===== config.mk =====
export PLATFORM = sky130hd
export DESIGN_NAME = dma_cfg_slave
export DESIGN_NICKNAME = d
export VERILOG_FILES = /design/src/rtl/dma_cfg_slave.sv
export SDC_FILE = /design/constraint.sdc
export NUM_CORES = 1
export LEC_CHECK = 0
export ABC_AREA = 1
export BUFFER_PORTS_ARGS = -buffer_cell sky130_fd_sc_hd__buf_2
export CAP_MARGIN = 40
export CORE_ASPECT_RATIO = 0.75
export CORE_MARGIN = 10
export CORE_UTILIZATION = 40
export DETAILED_ROUTE_END_ITERATION = 8
export HOLD_SLACK_MARGIN = 0.15
export PLACE_DENSITY = 0.67
export SLEW_MARGIN = 40
export SYNTH_ARGS = -nofsm -noshare
export SYNTH_HDL_FRONTEND = slang
export SYNTH_SLANG_ARGS = --single-unit

===== constraint.sdc =====
create_clock -name clk -period 9.1 [get_ports clk]
set_input_delay 0 -clock clk [delete_from_list [all_inputs] [get_ports clk]]
set_output_delay 0 -clock clk [all_outputs]
set_load 0.03 [all_outputs]

===== src/rtl/dma_cfg_slave.sv =====
// dma_cfg_slave: AXI4 register slave that programs and starts the DMA master and reports completion.
// Define DMA_SLV_WSTRB_EN to honour wstrb byte lanes on register writes.
module dma_cfg_slave #(
  parameter int ADDR_W = 32,
  parameter int DATA_W = 32,
  parameter int ID_W = 8,
  parameter int LEN_W = 8
) (
  input  logic              clk,
  input  logic              rst,
  input  logic [ID_W-1:0]   awid,
  input  logic [ADDR_W-1:0] awaddr,
  input  logic [LEN_W-1:0]  awlen,
  input  logic [2:0]        awsize,
  input  logic [1:0]        awburst,
  input  logic              awvalid,
  output logic              awready,
  input  logic [DATA_W-1:0] wdata,
  input  logic [3:0]        wstrb,
  input  logic              wlast,
  input  logic              wvalid,
  output logic              wready,
  output logic [ID_W-1:0]   bid,
  output logic [1:0]        bresp,
  output logic              bvalid,
  input  logic              bready,
  input  logic [ID_W-1:0]   arid,
  input  logic [ADDR_W-1:0] araddr,
  input  logic [LEN_W-1:0]  arlen,
  input  logic [2:0]        arsize,
  input  logic [1:0]        arburst,
  input  logic              arvalid,
  output logic              arready,
  output logic [ID_W-1:0]   rid,
  output logic [DATA_W-1:0] rdata,
  output logic [1:0]        rresp,
  output logic              rlast,
  output logic              rvalid,
  input  logic              rready,
  output logic              dma_en_o,
  output logic [ADDR_W-1:0] src_addr_o,
  output logic [ADDR_W-1:0] dst_addr_o,
  output logic [DATA_W-1:0] data_qty_o,
  input  logic              dma_fin_i,
  output logic              irq_o
);
  typedef enum logic [1:0] {W_IDLE, W_DATA, W_RESP} w_state_t;
  typedef enum logic {R_IDLE, R_DATA} r_state_t;
  w_state_t w_state, w_next;
  r_state_t r_state, r_next;
  logic [ID_W-1:0] w_id, r_id;
  logic [7:0] w_addr, r_addr, r_addr_nx;
  logic [LEN_W-1:0] w_len, w_cnt, r_len, r_cnt;
  logic w_fixed, r_fixed;
  logic [DATA_W-1:0] src, dst, qty, wmask;
  logic irq_en, busy, done, dma_en, irq;
  logic w_hs, w_end, r_hs, r_end, lane0, start, clr;
  logic unused;
  assign unused = ^{awaddr[ADDR_W-1:8], araddr[ADDR_W-1:8], awsize, arsize, wlast, wstrb};
`ifdef DMA_SLV_WSTRB_EN
  for (genvar i = 0; i < DATA_W / 8; i++) begin : g_lane
    assign wmask[8*i +: 8] = {8{wstrb[i % 4]}};
  end
`else
  assign wmask = '1;
`endif
  assign awready = w_state == W_IDLE;
  assign wready = w_state == W_DATA;
  assign bvalid = w_state == W_RESP;
  assign bid = w_id;
  assign bresp = 2'b00;
  assign arready = r_state == R_IDLE;
  assign rvalid = r_state == R_DATA;
  assign rlast = rvalid && r_cnt == r_len;
  assign rid = r_id;
  assign rresp = 2'b00;
  assign dma_en_o = dma_en;
  assign irq_o = irq;
  assign src_addr_o = ADDR_W'(src);
  assign dst_addr_o = ADDR_W'(dst);
  assign data_qty_o = qty;
  assign w_hs = wready && wvalid;
  assign w_end = w_hs && w_cnt == w_len;
  assign r_hs = rvalid && rready;
  assign r_end = r_hs && rlast;
  always_comb begin
    w_next = w_state;
    case (w_state)
      W_IDLE: w_next = awvalid ? W_DATA : W_IDLE;
      W_DATA: w_next = w_end ? W_RESP : W_DATA;
      default: w_next = bready ? W_IDLE : W_RESP;
    endcase
  end
  always_comb begin
    r_next = r_state;
    r_next = r_state == R_IDLE ? (arvalid ? R_DATA : R_IDLE) : (r_end ? R_IDLE : R_DATA);
  end
  always_ff @(posedge clk or posedge rst)
    if (rst) begin
      w_state <= W_IDLE;
      r_state <= R_IDLE;
    end else begin
      w_state <= w_next;
      r_state <= r_next;
    end
  always_ff @(posedge clk or posedge rst)
    if (rst) begin
      w_id <= '0;
      w_addr <= '0;
      w_len <= '0;
      w_cnt <= '0;
      w_fixed <= 1'b0;
    end else if (awready && awvalid) begin
      w_id <= awid;
      w_addr <= awaddr[7:0];
      w_len <= awlen;
      w_cnt <= '0;
      w_fixed <= awburst == 2'b00;
    end else if (w_hs) begin
      w_cnt <= w_cnt + LEN_W'(1);
      w_addr <= w_fixed ? w_addr : w_addr + 8'd4;
    end
  function automatic logic [DATA_W-1:0] reg_rd(input logic [7:0] a);
    case (a[7:2])
      6'd0: reg_rd = src;
      6'd1: reg_rd = dst;
      6'd2: reg_rd = qty;
      6'd4: reg_rd = DATA_W'({done, busy});
      6'd5: reg_rd = DATA_W'(irq_en);
      default: reg_rd = '0;
    endcase
  endfunction
  // rdata is registered for the address the next beat will present
  assign r_addr_nx = r_state == R_IDLE ? araddr[7:0] : (r_fixed ? r_addr : r_addr + 8'd4);
  always_ff @(posedge clk or posedge rst)
    if (rst) begin
      r_id <= '0;
      r_addr <= '0;
      r_len <= '0;
      r_cnt <= '0;
      r_fixed <= 1'b0;
      rdata <= '0;
    end else if (arready && arvalid) begin
      r_id <= arid;
      r_addr <= r_addr_nx;
      r_len <= arlen;
      r_cnt <= '0;
      r_fixed <= arburst == 2'b00;
      rdata <= reg_rd(r_addr_nx);
    end else if (r_hs && !rlast) begin
      r_cnt <= r_cnt + LEN_W'(1);
      r_addr <= r_addr_nx;
      rdata <= reg_rd(r_addr_nx);
    end
  assign lane0 = wmask[0];
  assign start = w_hs && w_addr[7:2] == 6'd3 && wdata[0] && lane0 && !busy;
  assign clr = w_hs && w_addr[7:2] == 6'd4 && wdata[1] && lane0;
  // a finish pulse overrides both a coincident start and a done clear
  always_ff @(posedge clk or posedge rst)
    if (rst) begin
      src <= '0;
      dst <= '0;
      qty <= '0;
      irq_en <= 1'b0;
      busy <= 1'b0;
      done <= 1'b0;
      dma_en <= 1'b0;
      irq <= 1'b0;
    end else begin
      if (w_hs && !busy && w_addr[7:2] == 6'd0) src <= src & ~wmask | wdata & wmask;
      if (w_hs && !busy && w_addr[7:2] == 6'd1) dst <= dst & ~wmask | wdata & wmask;
      if (w_hs && !busy && w_addr[7:2] == 6'd2) qty <= qty & ~wmask | wdata & wmask;
      if (w_hs && w_addr[7:2] == 6'd5) irq_en <= lane0 ? wdata[0] : irq_en;
      dma_en <= start;
      busy <= dma_fin_i ? 1'b0 : (start | busy);
      done <= dma_fin_i | (done & ~start & ~clr);
      irq <= done & irq_en;
    end
endmodule


==> out/results.ini <==
[global_routing]
overflow = 0
antenna_found_initial = 0
grt_pass1_wl_um = 46200
track_usage = 0.194
grt_max_degree = 80
grt_pass1_vias = 8569

[sta]
drv_slew = 0
rsz0062_at_grt = false
hold_viol_final = 0
max_clock_freq_mhz = 380
tightest_slew_ns = 0.731
finalClockSkew_ns = 0.0139
relSlewSlack = 0.513
finalCriticalPeriod_ns = 2.63
setup_viol_count_final = 0
fin_crit_sh = 0.289
tns_ns = 0

[setup_path]
worstPathRequired_ns = 9.47
worstPathArrival_ns = 3.00
worstSetupStartpointType = register
worst-path-max-fanout = 19
worst_setup_path_end_kind = register
r2r_setup_slack_ns = 6.47
critPathKind = reg2reg

[drt]
drtPass1Iterations = 5
antenna_left = 0
drcViolationCount = 0
num_vias = 8479
viasPerCell = 4.90
wirelength_um = 28500
wl_per_cell_um = 16.5
drt_iter0_drc = 482

[layout]
diodes = 0
nets = 1580
final_cell_mix = nand2_1 (359), buf_2 (239), dfrtp_1 (198)
layout.area.seq_mm2 = 0.00495
syn2layout_area_growth_pct = 35.9
nFillCells = 1997
drive_above_1_share = 0.217
final_common_cell = nand2_1
multi_input_area_mm2 = 0.00352

[cts]
post-cts-setup-buffers = 0
cts_tree = built
clock-root-buffer = clkbuf_16
cts.sinks = 198
cts_inserted_buffers = 17
clk_pin_slew_ns = 0.07
cts_hold_repair.buffers = 114
cts_buffer_depth = 2
htree_levels = 4
clk_latency_ns = 0.43
ctsResizeCount = 0

[die]
io_pins = 307
start_util = 0.408
core-area_mm2 = 0.0222
die_h_um = 150
std_cell_rows = 47
dieArea_mm2 = 0.0291
die_w_um = 194

[yosys]
synth_area_mm2 = 0.00905
synth.avg_cell_area_um2 = 8.31
ys_types = 42
synth_seq_cells = 198
async_reset_ff_frac = 1.00
synth_edf_count = 0
yosys_warnings = 0
yosysSeqAreaShare = 0.548
synth_flop_cell = dfrtp_1
syn_inst = 1089

[power]
vdd_drop_max_mv = 0.204
leakagePower_nw = 6.53
power.density_mw_per_mm2 = 316
p_total_w = 0.00389

[place]
hpwl_um = 18800
place.gp.congestion = 0.852
port_buffers = 239

[flow_run]
maxCapViolations = 0

[run_status]
outcome = completed

[hold_path]
hold_class = in2reg

area by class of cell:
class | count | area share
Clock buffer | 18 | 0.0349
Clock inverter | 14 | 0.0113
Inverter | 83 | 0.0261
Multi-Input combinational cell | 753 | 0.286
Sequential cell | 198 | 0.403
Tap cell | 294 | 0.0299
Timing Repair Buffer | 369 | 0.208
registers in the layout, indices dropped and copies added (netlist names), 8 cells and up:
name        count
rid             8
r_len           8
data_qty_o     32
dst_addr_o     32
w_len           8
r_cnt           8
bid             8
src_addr_o     32
w_cnt           8
rdata          32
through the flow:
stage | instance area (um^2) | util | std cells | worst slack (ns) | hold WS, ns
after CTS | 12300 | 0.554 | 1728 | 6.47 | 0.268
after global routing | 12300 | 0.555 | 1729 | 6.24 | 0.279
after global placement | 10400 | 0.470 | 1575 | 6.19 | 0.188
final | 12300 | 0.555 | 1729 | 6.47 | 0.301
after floorplan | 9060 | - | 1092 | 3.70 | 0.0631
after detailed placement | 10600 | 0.477 | 1582 | 6.49 | 0.0453
synth_stat cells, types with 8 or more instances:
| cell type | count | share of area |
|---|---|---|
| nand3_1 | 139 | 0.077 |
| inv_1 | 76 | 0.032 |
| o21ai_0 | 129 | 0.071 |
| nand2_1 | 359 | 0.15 |
| a21oi_1 | 15 | 0.0083 |
| clkbuf_1 | 26 | 0.011 |
| dfrtp_1 | 198 | 0.55 |
| nand4_1 | 12 | 0.0083 |
| buf_2 | 21 | 0.012 |
| buf_4 | 8 | 0.0066 |
| nor2_1 | 29 | 0.012 |
power breakdown:
| part | switching, W | internal (W) | total, W |
|---|---|---|---|
| sequential | 0.000240 | 0.00117 | 0.00141 |
| clock | 0.000356 | 0.000386 | 0.000741 |
| combinational | 0.00118 | 0.000556 | 0.00173 |
| total | 0.00177 | 0.00212 | 0.00389 |
logic make-up (layout without fill, tap and decap cells):
logic type | after synthesis | after routing | synth area share
simple gates | 566 | 566 | 0.270
flops | 198 | 198 | 0.548
compound gates | 164 | 164 | 0.0951
buf+inv | 141 | 484 | 0.0656
xor+xnor | 12 | 12 | 0.0116
fa+ha+maj | 7 | 7 | 0.00968
other cells | 1 | 4 | 0.000414
metal layers:
layer	vias to the layer above	wire, um	GRT usage
met5	-	0	0
met4	0	397	0.0472
met3	31	1830	0.0536
met2	246	13300	0.312
met1	4007	13000	0.256
li1	4195	-	-
final timing paths:
| check | start | endpoint | cells past startpoint |
|---|---|---|---|
| min | awburst[1] | w_fixed$_DFFE_PP0P_ | 3 |
| min in group asynchronous | rst | rid[1]$_DFFE_PP0P_ | 4 |
| min reg2reg | rid[7]$_DFFE_PP0P_ | rid[7]$_DFFE_PP0P_ | 2 |
| max | rvalid$_DFF_PP0_ | rdata[6]$_DFFE_PP0P_ | 9 |
| max in group asynchronous | rst | dst_addr_o[11]$_DFFE_PP0P_ | 5 |
| max reg2reg | rvalid$_DFF_PP0_ | rdata[6]$_DFFE_PP0P_ | 9 |
critical path, cell delays in order (launching register included):
cell	delay (ns)
dfrtp_1	0.76
inv_1	0.33
nand2_1	0.24
nand3_4	0.16
nor2_8	0.37
and2_4	0.39
nand2_1	0.09
nand3_1	0.08
nand2_1	0.06
nand2_1	0.08
Power figures use the tool's default switching activity.
